===== config.mk =====
export PLATFORM = sky130hd
export DESIGN_NAME = id_ex_reg_flat
export DESIGN_NICKNAME = d
export VERILOG_FILES = /design/src/rtl/id_ex_reg_if.sv /design/src/rtl/id_ex_reg.sv /design/src/flat_wrapper.sv
export SDC_FILE = /design/constraint.sdc
export NUM_CORES = 1
export LEC_CHECK = 0
export ABC_AREA = 1
export CAP_MARGIN = 5
export CORE_MARGIN = 5
export CORE_UTILIZATION = 35
export DETAILED_ROUTE_END_ITERATION = 6
export PLACE_DENSITY = 0.8
export SETUP_SLACK_MARGIN = 0.3
export SLEW_MARGIN = 15
export SYNTH_ARGS = -nofsm -noshare
export SYNTH_HDL_FRONTEND = slang
export SYNTH_SLANG_ARGS = --single-unit

===== constraint.sdc =====
create_clock -name clk -period 0.85 [get_ports clk]
set_input_delay 0.1275 -clock clk [delete_from_list [all_inputs] [get_ports clk]]
set_output_delay 0.1275 -clock clk [all_outputs]
set_load 0.02 [all_outputs]

===== src/rtl/id_ex_reg_if.sv =====
// ID/EX pipeline register bundle: the decode-side fields presented by ID
// (_in) and the registered copies consumed by EX (_out).
interface id_ex_reg_if #(
    parameter int W = 32
);
    logic         valid_in;
    logic [W-1:0] PC_in;
    logic         WB_EN_in;
    logic         MEM_R_EN_in;
    logic         MEM_W_EN_in;
    logic         B_in;
    logic         S_in;
    logic [3:0]   EXE_CMD_in;
    logic [W-1:0] Val_Rn_in;
    logic [W-1:0] Val_Rm_in;
    logic         imm_in;
    logic [11:0]  shift_operand_in;
    logic [23:0]  signed_immed_24_in;
    logic [3:0]   Dest_in;
    logic [3:0]   src1_in;
    logic [3:0]   src2_in;
    logic [3:0]   status_in;

    logic         valid_out;
    logic [W-1:0] PC_out;
    logic         WB_EN_out;
    logic         MEM_R_EN_out;
    logic         MEM_W_EN_out;
    logic         B_out;
    logic         S_out;
    logic [3:0]   EXE_CMD_out;
    logic [W-1:0] Val_Rn_out;
    logic [W-1:0] Val_Rm_out;
    logic         imm_out;
    logic [11:0]  shift_operand_out;
    logic [23:0]  signed_immed_24_out;
    logic [3:0]   Dest_out;
    logic [3:0]   src1_out;
    logic [3:0]   src2_out;
    logic [3:0]   status_out;

    // ID stage side: drives the decoded fields, may observe the EX copy.
    modport master (
        output valid_in, PC_in, WB_EN_in, MEM_R_EN_in, MEM_W_EN_in, B_in, S_in,
               EXE_CMD_in, Val_Rn_in, Val_Rm_in, imm_in, shift_operand_in,
               signed_immed_24_in, Dest_in, src1_in, src2_in, status_in,
        input  valid_out, PC_out, WB_EN_out, MEM_R_EN_out, MEM_W_EN_out, B_out,
               S_out, EXE_CMD_out, Val_Rn_out, Val_Rm_out, imm_out,
               shift_operand_out, signed_immed_24_out, Dest_out, src1_out,
               src2_out, status_out
    );

    // Pipeline register side: captures the decoded fields, drives EX.
    modport slave (
        input  valid_in, PC_in, WB_EN_in, MEM_R_EN_in, MEM_W_EN_in, B_in, S_in,
               EXE_CMD_in, Val_Rn_in, Val_Rm_in, imm_in, shift_operand_in,
               signed_immed_24_in, Dest_in, src1_in, src2_in, status_in,
        output valid_out, PC_out, WB_EN_out, MEM_R_EN_out, MEM_W_EN_out, B_out,
               S_out, EXE_CMD_out, Val_Rn_out, Val_Rm_out, imm_out,
               shift_operand_out, signed_immed_24_out, Dest_out, src1_out,
               src2_out, status_out
    );
endinterface


===== src/rtl/id_ex_reg.sv =====
// ID/EX pipeline register. Every output is a flop. Edge priority is
// reset, then flush (capture a bubble), then freeze (hold), then load.
// A non-valid instruction is loaded with its side-effect bits forced low
// so that it can never write back, touch memory, branch or set flags.
module id_ex_reg #(
    parameter int W = 32
) (
    input  logic       clk,
    input  logic       rst,
    input  logic       flush,
    input  logic       freeze,
    id_ex_reg_if.slave bus
);

    // Single register stage for the whole ID/EX entry.
    always_ff @(posedge clk) begin
        if (rst || flush) begin
            bus.valid_out           <= 1'b0;
            bus.PC_out              <= '0;
            bus.WB_EN_out           <= 1'b0;
            bus.MEM_R_EN_out        <= 1'b0;
            bus.MEM_W_EN_out        <= 1'b0;
            bus.B_out               <= 1'b0;
            bus.S_out               <= 1'b0;
            bus.EXE_CMD_out         <= 4'b0000;
            bus.Val_Rn_out          <= '0;
            bus.Val_Rm_out          <= '0;
            bus.imm_out             <= 1'b0;
            bus.shift_operand_out   <= '0;
            bus.signed_immed_24_out <= '0;
            bus.Dest_out            <= '0;
            bus.src1_out            <= '0;
            bus.src2_out            <= '0;
            bus.status_out          <= '0;
        end else if (!freeze) begin
            bus.valid_out           <= bus.valid_in;
            bus.PC_out              <= bus.PC_in[W-1:0];
            bus.WB_EN_out           <= bus.WB_EN_in    & bus.valid_in;
            bus.MEM_R_EN_out        <= bus.MEM_R_EN_in & bus.valid_in;
            bus.MEM_W_EN_out        <= bus.MEM_W_EN_in & bus.valid_in;
            bus.B_out               <= bus.B_in        & bus.valid_in;
            bus.S_out               <= bus.S_in        & bus.valid_in;
            bus.EXE_CMD_out         <= bus.EXE_CMD_in;
            bus.Val_Rn_out          <= bus.Val_Rn_in;
            bus.Val_Rm_out          <= bus.Val_Rm_in;
            bus.imm_out             <= bus.imm_in;
            bus.shift_operand_out   <= bus.shift_operand_in;
            bus.signed_immed_24_out <= bus.signed_immed_24_in;
            bus.Dest_out            <= bus.Dest_in;
            bus.src1_out            <= bus.src1_in;
            bus.src2_out            <= bus.src2_in;
            bus.status_out          <= bus.status_in;
        end
    end

endmodule


===== src/flat_wrapper.sv =====
// flat-port wrapper written by rule: the top's interface ports become plain ports
module id_ex_reg_flat 
#(
    parameter int W = 32
)
  (clk, rst, flush, freeze, bus_valid_in, bus_PC_in, bus_WB_EN_in, bus_MEM_R_EN_in, bus_MEM_W_EN_in, bus_B_in, bus_S_in, bus_EXE_CMD_in, bus_Val_Rn_in, bus_Val_Rm_in, bus_imm_in, bus_shift_operand_in, bus_signed_immed_24_in, bus_Dest_in, bus_src1_in, bus_src2_in, bus_status_in, bus_valid_out, bus_PC_out, bus_WB_EN_out, bus_MEM_R_EN_out, bus_MEM_W_EN_out, bus_B_out, bus_S_out, bus_EXE_CMD_out, bus_Val_Rn_out, bus_Val_Rm_out, bus_imm_out, bus_shift_operand_out, bus_signed_immed_24_out, bus_Dest_out, bus_src1_out, bus_src2_out, bus_status_out);
  id_ex_reg_if #(.W(W)) bus_i ();
  input  logic clk;
  input  logic rst;
  input  logic flush;
  input  logic freeze;
  input wire logic [$bits(bus_i.valid_in)-1:0] bus_valid_in;
  input wire logic [$bits(bus_i.PC_in)-1:0] bus_PC_in;
  input wire logic [$bits(bus_i.WB_EN_in)-1:0] bus_WB_EN_in;
  input wire logic [$bits(bus_i.MEM_R_EN_in)-1:0] bus_MEM_R_EN_in;
  input wire logic [$bits(bus_i.MEM_W_EN_in)-1:0] bus_MEM_W_EN_in;
  input wire logic [$bits(bus_i.B_in)-1:0] bus_B_in;
  input wire logic [$bits(bus_i.S_in)-1:0] bus_S_in;
  input wire logic [$bits(bus_i.EXE_CMD_in)-1:0] bus_EXE_CMD_in;
  input wire logic [$bits(bus_i.Val_Rn_in)-1:0] bus_Val_Rn_in;
  input wire logic [$bits(bus_i.Val_Rm_in)-1:0] bus_Val_Rm_in;
  input wire logic [$bits(bus_i.imm_in)-1:0] bus_imm_in;
  input wire logic [$bits(bus_i.shift_operand_in)-1:0] bus_shift_operand_in;
  input wire logic [$bits(bus_i.signed_immed_24_in)-1:0] bus_signed_immed_24_in;
  input wire logic [$bits(bus_i.Dest_in)-1:0] bus_Dest_in;
  input wire logic [$bits(bus_i.src1_in)-1:0] bus_src1_in;
  input wire logic [$bits(bus_i.src2_in)-1:0] bus_src2_in;
  input wire logic [$bits(bus_i.status_in)-1:0] bus_status_in;
  output wire logic [$bits(bus_i.valid_out)-1:0] bus_valid_out;
  output wire logic [$bits(bus_i.PC_out)-1:0] bus_PC_out;
  output wire logic [$bits(bus_i.WB_EN_out)-1:0] bus_WB_EN_out;
  output wire logic [$bits(bus_i.MEM_R_EN_out)-1:0] bus_MEM_R_EN_out;
  output wire logic [$bits(bus_i.MEM_W_EN_out)-1:0] bus_MEM_W_EN_out;
  output wire logic [$bits(bus_i.B_out)-1:0] bus_B_out;
  output wire logic [$bits(bus_i.S_out)-1:0] bus_S_out;
  output wire logic [$bits(bus_i.EXE_CMD_out)-1:0] bus_EXE_CMD_out;
  output wire logic [$bits(bus_i.Val_Rn_out)-1:0] bus_Val_Rn_out;
  output wire logic [$bits(bus_i.Val_Rm_out)-1:0] bus_Val_Rm_out;
  output wire logic [$bits(bus_i.imm_out)-1:0] bus_imm_out;
  output wire logic [$bits(bus_i.shift_operand_out)-1:0] bus_shift_operand_out;
  output wire logic [$bits(bus_i.signed_immed_24_out)-1:0] bus_signed_immed_24_out;
  output wire logic [$bits(bus_i.Dest_out)-1:0] bus_Dest_out;
  output wire logic [$bits(bus_i.src1_out)-1:0] bus_src1_out;
  output wire logic [$bits(bus_i.src2_out)-1:0] bus_src2_out;
  output wire logic [$bits(bus_i.status_out)-1:0] bus_status_out;
  assign bus_i.valid_in = bus_valid_in;
  assign bus_i.PC_in = bus_PC_in;
  assign bus_i.WB_EN_in = bus_WB_EN_in;
  assign bus_i.MEM_R_EN_in = bus_MEM_R_EN_in;
  assign bus_i.MEM_W_EN_in = bus_MEM_W_EN_in;
  assign bus_i.B_in = bus_B_in;
  assign bus_i.S_in = bus_S_in;
  assign bus_i.EXE_CMD_in = bus_EXE_CMD_in;
  assign bus_i.Val_Rn_in = bus_Val_Rn_in;
  assign bus_i.Val_Rm_in = bus_Val_Rm_in;
  assign bus_i.imm_in = bus_imm_in;
  assign bus_i.shift_operand_in = bus_shift_operand_in;
  assign bus_i.signed_immed_24_in = bus_signed_immed_24_in;
  assign bus_i.Dest_in = bus_Dest_in;
  assign bus_i.src1_in = bus_src1_in;
  assign bus_i.src2_in = bus_src2_in;
  assign bus_i.status_in = bus_status_in;
  assign bus_valid_out = bus_i.valid_out;
  assign bus_PC_out = bus_i.PC_out;
  assign bus_WB_EN_out = bus_i.WB_EN_out;
  assign bus_MEM_R_EN_out = bus_i.MEM_R_EN_out;
  assign bus_MEM_W_EN_out = bus_i.MEM_W_EN_out;
  assign bus_B_out = bus_i.B_out;
  assign bus_S_out = bus_i.S_out;
  assign bus_EXE_CMD_out = bus_i.EXE_CMD_out;
  assign bus_Val_Rn_out = bus_i.Val_Rn_out;
  assign bus_Val_Rm_out = bus_i.Val_Rm_out;
  assign bus_imm_out = bus_i.imm_out;
  assign bus_shift_operand_out = bus_i.shift_operand_out;
  assign bus_signed_immed_24_out = bus_i.signed_immed_24_out;
  assign bus_Dest_out = bus_i.Dest_out;
  assign bus_src1_out = bus_i.src1_out;
  assign bus_src2_out = bus_i.src2_out;
  assign bus_status_out = bus_i.status_out;
  id_ex_reg #(.W(W)) u_core (.clk(clk), .rst(rst), .flush(flush), .freeze(freeze), .bus(bus_i));
endmodule

Word-level counts from Yosys, hierarchy flattened
Cells that the tools add are included.
{"block": "op_classes", "bitwise_logic": 5, "reduce_logical": 1}
{"cell": "$and 1x1->1", "n": 5}
{"cell": "$logic_or 1x1->1", "n": 1}
{"block": "totals", "ff_bits": 159, "inputBits": 163, "out_inout_bits": 159, "wordCells": 23}

Depth between registers and ports, before layout
Gate-level depths: netlist (run 1).
{"block": "logic_depth", "ltp_word": 1, "ltp_mapped": 6, "mapped_depth_nobuf": 3}

Worst setup path after synthesis (run 1)
No wires, ideal clock.
{"block": "synth_path", "kind": "input-to-reg", "start": "input port flush", "end": "register u_core.bus.Dest_out[0]", "setup_time_ns": 0.066, "arrival_ns": 0.840, "required_ns": 0.784, "setup_slack_ns": -0.056, "cell_stages": 5, "path_buffers": 3, "path_cell_list": "or2_1 -> buf_6 -> buf_6 -> buf_6 -> a21oi_2"}
{"block": "synth_via", "elab_chain_len": 1}
{"item": "from (decl)", "line_no": "flat_wrapper.sv:10", "text": "input logic flush;"}
{"item": "$logic_or 1x1->1", "line_no": "id_ex_reg.sv:17", "text": "if (rst || flush) begin"}
{"item": "to (signal assigned)", "line_no": "id_ex_reg.sv:49", "text": "bus.Dest_out <= bus.Dest_in;"}
{"item": "to (decl)", "line_no": "id_ex_reg_if.sv:60", "text": "shift_operand_out, signed_immed_24_out, Dest_out, src1_out,"}
No other way between the ends.
A chain may end at the register's enable or synchronous reset.

Final worst setup path (run 1)
{"block": "layout_path", "start": "register u_core.bus.PC_out[5]", "end": "output port bus_PC_out[5]"}
{"item": "from (decl)", "line_no": "id_ex_reg_if.sv:58", "text": "output valid_out, PC_out, WB_EN_out, MEM_R_EN_out, MEM_W_EN_out, B_out,"}
{"item": "from (signal assigned)", "line_no": "id_ex_reg.sv:37", "text": "bus.PC_out <= bus.PC_in[W-1:0];"}
{"item": "to (decl)", "line_no": "flat_wrapper.sv:30", "text": "output wire logic [$bits(bus_i.PC_out)-1:0] bus_PC_out;"}
No word-level cell between the ends.

==> results.txt, run 1 <==
Setup violations remaining at the end of the flow were counted as 162. The power density normalized to cell area is 1600 mW/mm2. The aggregate global routing overflow came out at 0. Clock tree synthesis inserted a total of 17 buffers. The clock share of power came out at 43.1%. The worst hold path terminates at u_core.bus.valid_out$_SDFFE_PP0N_. The transition time at the pin with the least slew margin came out at 0.319 ns.

In the routed layout, each cell is associated on average with a via count of 4.84. The largest clock skew in the final design came out at 0 ns. The placeable core region came out at 0.0166 mm2. In this run the static leakage power is 5.12 nW. The final layout contains 1292 nets. The total chip power is 19.9 mW. During placement, the flow inserted port buffers numbering 321. The worst-case reg-to-reg path depth came out at 5. The top-level I/O count is 322. Counting every net in the synthesized netlist gives 854. The internal power of the cells came out at 14.9 mW. The average size of a mapped cell is 8.65 um2.

The type of element launching the critical path is a flop. The routed design has 25600 um of wire. The reg2reg setup slack came out at -0.02 ns. The weighted congestion reported at the end of routability-driven placement is 0.827.

The buffering stage count on the worst path with inverters included came out at 1. The switching component of the power came out at 5.01 mW. The data arrival time of the critical path came out at 0.93 ns. The final reports fail on negative setup slack.

The wire-length estimate of the detail-placed layout is 13900 um. The clock net sink count is 159. The minimum clock period is 1.05 ns.

The cell depth of the worst min-delay path came out at 3. The sort of element at the end of the critical path is a primary output. The highest clock frequency the design can meet is 949 MHz. The worst hold path begins at bus_valid_in. The vertical die dimension came out at 141 um. The logic gate share of total power came out at 17.0%. The via count of the first global-routing pass is 6276. The area of the mapped netlist is 0.00598 mm2. Grouping stages by cell kind, the critical path spends the most delay in flip-flops. The post-CTS clock slew at the launch and capture registers of the worst setup and hold paths is 0.07 ns. The initial cell density of the core is 35.9%.

The die boundary width came out at 141 um. After clock tree synthesis, the flow added hold-fix buffers numbering 0. The sequential fraction of the synthesis area is 53.3%.

Summed over all instances, the cell type with the most area after synthesis is sky130_fd_sc_hd__dfxtp_1. The maximum vdd ir drop is 1300 uV. Sequential cells burn 39.8% of the power. The floorplan step defined a die boundary enclosing 0.0198 mm2. The global-route total usage across every layer is 20.2%. Row generation in the floorplan step produced 47 rows. The proportion of total power due to net switching is 25.2%.

The library cells used most frequently in the layout, excluding fill and tap cells, are sky130_fd_sc_hd__buf_6, sky130_fd_sc_hd__nand2_1, sky130_fd_sc_hd__clkdlybuf4s50_1, sky130_fd_sc_hd__dfxtp_2, sky130_fd_sc_hd__a21oi_2. The area growth from synthesis to layout is 108%. The total placed instance area came out at 0.00968 mm2. In this design, the stage delay of the slowest critical-path cell is 0.37 ns. The layout has 1008 filler cells. For this design, the slowest cell found on the critical path is sky130_fd_sc_hd__dfxtp_2. The first global-routing pass estimated 32200 um of wire.

The number of warnings printed during yosys synthesis is 0. Summing all multi-input logic gate instances after layout gives 0.00297 mm2. The top cell type by area accounts for 53.3% of the synthesized area.

No sink is reached through more buffers than the 2 on the longest clock path. The number of violations of the max-capacitance limit is 0. In this run, synthesis produced a sequential element count of 159. The tightest hold margin came out at 0.0891 ns.

The path type of the worst setup path is reg2out. The number of remaining DRC errors is 0. The average wire per cell in the routed design is 18.8 um. The number of diodes came out at 0. In the final layout, the share of cells above drive strength 1 is 67.8%. The H-tree depth is 4.

The worst hold path belongs to the class in2reg. The number of distinct standard cells referenced by the synthesized netlist is 11. The root buffer cell is sky130_fd_sc_hd__clkbuf_16. Yosys attributes the largest share of cell area to sky130_fd_sc_hd__dfxtp_1, sky130_fd_sc_hd__nand2_1, sky130_fd_sc_hd__a21oi_2.

The startpoint identified for the worst register-to-register timing path is u_core.bus.Val_Rm_out[0]$_SDFFE_PP0N_. The number of cells produced by synthesis is 691. The number of iterations in the first detailed-routing pass came out at 4. The post-detailed-route count of antenna-violating nets came out at 0. The pre-CTS setup slack came out at -0.558 ns. The critical path goes through buf_6. The post-route worst setup slack is -0.204 ns.

The most common cell after layout, fill and taps aside is sky130_fd_sc_hd__buf_6. The pin count of the biggest net entering global routing came out at 56. In this run the worst path has a maximum fanout of 2.

The number of vias in the routed layout came out at 6586. In this run the critical register-to-register path is captured at u_core.bus.Val_Rm_out[0]$_SDFFE_PP0N_. In this run, the number of DRC markers left after iteration 0 of detailed routing was 280. Setup repair after global routing could not meet its margin everywhere. The source-to-sink clock delay at the later pin of the worst-skew pair is 0.42 ns. The final design instance area without fill is 0.0125 mm2. The required time of the critical path is 0.72 ns. TritonCTS built the clock tree. The flow ran to the end, but the final reports show violations. The hold violation total from the final report came out at 0.

The total area of sequential cells came out at 0.00338 mm2. The worst pin sits at a relative slew slack of 78.7%. The number of antenna violations at the first check in global routing came to 0. The max-slew violation count is 0. The period utilization came out at 124%.
[tightest hold or removal path, delay by kind of cell]
kind	cells	cell delay (ns)
simple gates	1	0.10
compound gates	1	0.05
buf+inv	1	0.19
[cells in the mapped netlist (all sizes together)]
library cell	number
inv	1
nand2	313
nand3	5
clkbuf	10
buf	43
a21oi	159
or2	1
dfxtp	159
[state kept, by name, summed over array words and instances, names as in the netlist, 4 cells and up]
name and cells:
u_core.bus.Dest_out 4, u_core.bus.EXE_CMD_out 4, u_core.bus.PC_out 32, u_core.bus.Val_Rm_out 32
u_core.bus.Val_Rn_out 32, u_core.bus.shift_operand_out 12, u_core.bus.signed_immed_24_out 24, u_core.bus.src1_out 4
u_core.bus.src2_out 4, u_core.bus.status_out 4
[power by group through the flow]
stage	Clock, mW	Combinational, mW	Sequential (mW)
after global routing	9.02	3.57	7.95
final	8.60	3.39	7.93
after CTS	8.64	2.87	7.90
after global placement	0	2.62	7.96
after floorplan	0	0.871	8.25
after detailed placement	0	2.63	7.97
[repair_timing]
item,4_1_cts,5_1_grt
resized for setup,1188,215
pin swaps,47,119
gates cloned,3,6
buffers inserted,21,55
setup endpoints to repair,318,318
[stage by stage]
stage          instances  util [%]  setup TNS (ns)
6_report            1362      74.8          -25.77
5_1_grt             1362      74.8          -30.94
4_1_cts             1301      67.0          -27.08
3_3_place_gp        1245      58.2         -107.15
2_1_floorplan        691         -           -5.98
3_5_place_dp        1245      58.2         -107.92
[how the worst max path moves through the flow]
stage | start | to | slack [ns] | cells after the start
after detailed placement | rst | u_core.bus.shift_operand_out[9]$_SDFFE_PP0N_ | -0.56 | 4
after floorplan | flush | u_core.bus.Dest_out[0]$_SDFFE_PP0N_ | -0.06 | 5
after global routing | u_core.bus.PC_out[5]$_SDFFE_PP0N_ | bus_PC_out[5] | -0.23 | 1
final | u_core.bus.PC_out[5]$_SDFFE_PP0N_ | bus_PC_out[5] | -0.20 | 1
after CTS | u_core.bus.Val_Rm_out[1]$_SDFFE_PP0N_ | bus_Val_Rm_out[1] | -0.19 | 1
after global placement | rst | u_core.bus.signed_immed_24_out[23]$_SDFFE_PP0N_ | -0.54 | 4
[layout make-up]
class	instances	share of cell area (%)
Tap cell	220	2.21
Inverter	1	0.0703
Clock buffer	20	3.59
Timing Repair Buffer	472	41.4
Multi-Input combinational cell	478	23.9
Clock inverter	12	1.66
Sequential cell	159	27.2
[layer usage]
metal	track usage, %	vias to the layer above	share of wire (%)
met5	0	-	0
met2	34.5	300	50
li1	-	3099	-
met1	23.0	3134	38
met4	7.60	0	2.8
met3	7.42	53	8.7
[cells by family (layout without fill, tap and decap cells)]
group	count (synthesis)	count (layout)	share of synthesized area (%)
buffers and inverters	54	505	6.34
flip-flops	159	159	53.3
AO/OA/AOI/OAI	159	159	20.2
AND/OR/NAND/NOR	319	319	20.2
Power figures use the tool's default switching activity.
==> run 2: changes to the inputs <==
--- a/config.mk
+++ b/config.mk
@@ -8,9 +8,11 @@
 export ABC_AREA = 1
 export CAP_MARGIN = 5
 export CORE_MARGIN = 5
-export CORE_UTILIZATION = 35
+export CORE_UTILIZATION = 39
+export CTS_CLUSTER_DIAMETER = 80
 export DETAILED_ROUTE_END_ITERATION = 6
-export PLACE_DENSITY = 0.8
+export PLACE_DENSITY = 0.84
+export RECOVER_POWER = 100
 export SETUP_SLACK_MARGIN = 0.3
 export SLEW_MARGIN = 15
 export SYNTH_ARGS = -nofsm -noshare
==> constraint.sdc (replaced) <==
create_clock -name clk -period 1.08 [get_ports clk]
set_input_delay 0.162 -clock clk [delete_from_list [all_inputs] [get_ports clk]]
set_output_delay 0.162 -clock clk [all_outputs]
set_load 0.02 [all_outputs]
==> run 2 against run 1 <==
- global-route usage up 1.0 points
- clock power down 29%
- die area down 9.5%
- sequential share of layout area up 2.9 points
- highest routed layer unchanged
- utilization down 0.37 points
- wire length down 12%
- power down 27%
- the run now ends clean
- via count down 5.5%
==> results.txt, run 2 (synthesized netlist as in run 1, its figures left out) <==
The cell depth of the worst setup path came out at 1. The worst path in the final design needs a cycle of 1.07 ns, including I/O delays and setup. In this run the core area contains 45 standard-cell rows. The total area of sequential cells is 0.00338 mm2. The max-slew headroom at the worst pin came out at 72.1%. Entering global routing, the biggest net connects 81 pins. The total routed wirelength came out at 22500 um. The number of buffers added on ports came out at 321. The maximum vdd ir drop is 1090 uV. The period utilization came out at 98.6%.

The share of the core filled with cells came out at 74.5%. Across the run, the number of max-cap violations was 0. The highest clock frequency the design can meet is 939 MHz. Once the floorplan was initialized, standard cells occupied 39.6% of the core.

Among all stages on the critical path, the largest delay is contributed by sky130_fd_sc_hd__dfxtp_2. Cells with a size suffix above 1 make up 54.2% of the layout. The required time of the critical path is 0.92 ns. The post-detailed-route count of antenna-violating nets came out at 0. The analysis attributes to cell leakage a power of 4.59 nW. Counting both buffers and inverters, the worst setup path holds a total of 1. The first global-routing pass estimated 30400 um of wire. The via count of the first global-routing pass is 6053. The sequential group share of total power is 42.5%. At the end of the flow, the number of nets in the layout was 1244.

The floorplan step defined a die boundary enclosing 0.0179 mm2. The number of antenna violations at the first check in global routing is 0. The maximum fanout encountered on the critical timing path came out at 2.

Across the routed clock network, the largest skew measured is 0 ns. The source-to-sink clock delay at the later pin of the worst-skew pair came out at 0.42 ns. At the worst endpoint, the arrival time is 0.90 ns. The clock net sink count is 159.

In the final routed layout, each cell accounts on average for 17.5 um. Detailed routing inserted a total of 6223 vias. The transition time at the pin with the least slew margin is 0.418 ns. The sort of element at the end of the critical path is a primary output.

The internal power of the cells is 11.0 mW. The number of remaining DRC errors is 0. The number of diodes is 0.

The fill cell instance count of the final layout is 915. The top cell types in the final layout, fill and taps aside, are sky130_fd_sc_hd__nand2_1, sky130_fd_sc_hd__buf_6, sky130_fd_sc_hd__clkdlybuf4s50_1, sky130_fd_sc_hd__dfxtp_2, sky130_fd_sc_hd__a21oi_2. The logic gate share of total power is 15.6%.

The critical path in this run is classified as reg2out. TritonCTS built the clock tree. Traced cell by cell, the critical path runs through buf_6. The top-level I/O count is 322. The TritonCTS buffer count came out at 17.

The total placed instance area is 0.00943 mm2. Counting cells, the worst reg-to-reg path comes to 5. The global-route total usage across every layer is 21.2%.

The relative area change from synthesis to final layout came out at 88.0%. The max-slew violation count is 0. The most common cell after layout, fill and taps aside is sky130_fd_sc_hd__nand2_1. The weighted congestion reported at the end of routability-driven placement came out at 0.781. The largest registers in the layout are u_core.bus.PC_out (32), u_core.bus.Val_Rm_out (32), u_core.bus.Val_Rn_out (32). The clock network burns 41.9% of the power.

The proportion of total power due to net switching is 25.0%. The sum of negative setup slack came out at 0 ns. The post-CTS clock slew at the launch and capture registers of the worst setup and hold paths is 0.07 ns. The H-tree depth came out at 4.

The biggest cell delay along the critical path is 0.36 ns. The aggregate global routing overflow is 0. Using the TritonRoute via totals, the vias-per-cell ratio works out to 4.85. Counting instances, the worst hold path has a depth of 4. The post-cts hold buffer count is 0. Power spread over the standard cell area amounts to 1300 mW/mm2. The path class of the tightest hold or removal check is in2reg. The run finished with clean final reports. Summing all multi-input logic gate instances after layout gives 0.00256 mm2. In this run the clock root is driven by a sky130_fd_sc_hd__clkbuf_16. The number of iterations in the first detailed-routing pass came out at 4. The kind of cell with the highest combined delay along the critical path is flip-flops. The maximum clock insertion buffer count is 2. The hold violation total from the final report was 0.

Setup repair after global routing could not meet its margin everywhere. After routing the design area is 0.0112 mm2. The worst setup path is launched from a flop.

The die boundary width came out at 134 um. The setup violation total in the final timing report came out at 0. The floorplan step set the die height to 134 um. The placed wire-length estimate is 13200 um.

In this run the standard cell core region covers 0.0151 mm2. The initial detailed-routing violation count came out at 264. The switching component of the power is 3.66 mW.
==> run 2: cell types whose count changed in the layout (fill, tap and decap cells not counted), sizes merged <==
cell | previous run | this run
buf | 308 | 262
dlymetal6s2s | 1 | 2
or2 | 1 | 2
bufinv | 5 | 3
clkbuf | 25 | 19
clkinv | 4 | 5
clkdlybuf4s50 | 158 | 159
clkinvlp | 1 | 2
inv | 3 | 4
==> run 2: final cells by class <==
cell class                      instances  share of cell area (%)
Clock buffer                           19                    3.85
Clock inverter                         13                    1.45
Inverter                                1                  0.0557
Multi-Input combinational cell        479                    22.8
Sequential cell                       159                    30.1
Tap cell                              188                    2.09
Timing Repair Buffer                  423                    39.7
==> run 2: worst paths after layout <==
kind	from	end	slack (ns)
min	freeze	u_core.bus.MEM_W_EN_out$_SDFFE_PP0N_	0.28
min reg2reg	u_core.bus.MEM_W_EN_out$_SDFFE_PP0N_	u_core.bus.MEM_W_EN_out$_SDFFE_PP0N_	0.47
max	u_core.bus.Val_Rn_out[22]$_SDFFE_PP0N_	bus_Val_Rn_out[22]	0.01
max reg2reg	u_core.bus.Val_Rn_out[25]$_SDFFE_PP0N_	u_core.bus.Val_Rn_out[25]$_SDFFE_PP0N_	0.20
==> run 2: stage by stage <==
step                hold WS [ns]  total power [mW]  setup WS (ns)  instances
floorplan                  0.306              7.18          0.140        691
detailed placement         0.455              8.28         -0.261       1183
finish                     0.282              14.6         0.0148       1282
global placement           0.451              8.26         -0.250       1183
global route               0.283              15.1        -0.0195       1282
CTS                        0.266              14.5       -0.00231       1238
==> run 2: power by group through the flow <==
stage                     clock network, mW  registers (mW)  logic [mW]
after floorplan                           0            6.49       0.686
after global placement                    0            6.27        2.00
after detailed placement                  0            6.27        2.01
after CTS                              6.20            6.21        2.10
after global routing                   6.47            6.24        2.41
final                                  6.13            6.23        2.28
==> run 2: timing repair <==
action                                  in CTS  in global routing
gates cloned                                 0                  1
pin swaps                                    0                 22
resized for setup                         1112                 91
endpoints found under the setup margin     318                318
buffers inserted                            23                 43
==> run 2: metal layers <==
layer	track usage, %	vias up	part of all wire, %
met3	8.25	57	9.1
met5	0	-	0
met4	10.1	0	3.6
met1	22.3	2908	35
met2	37.1	269	52
li1	-	2989	-
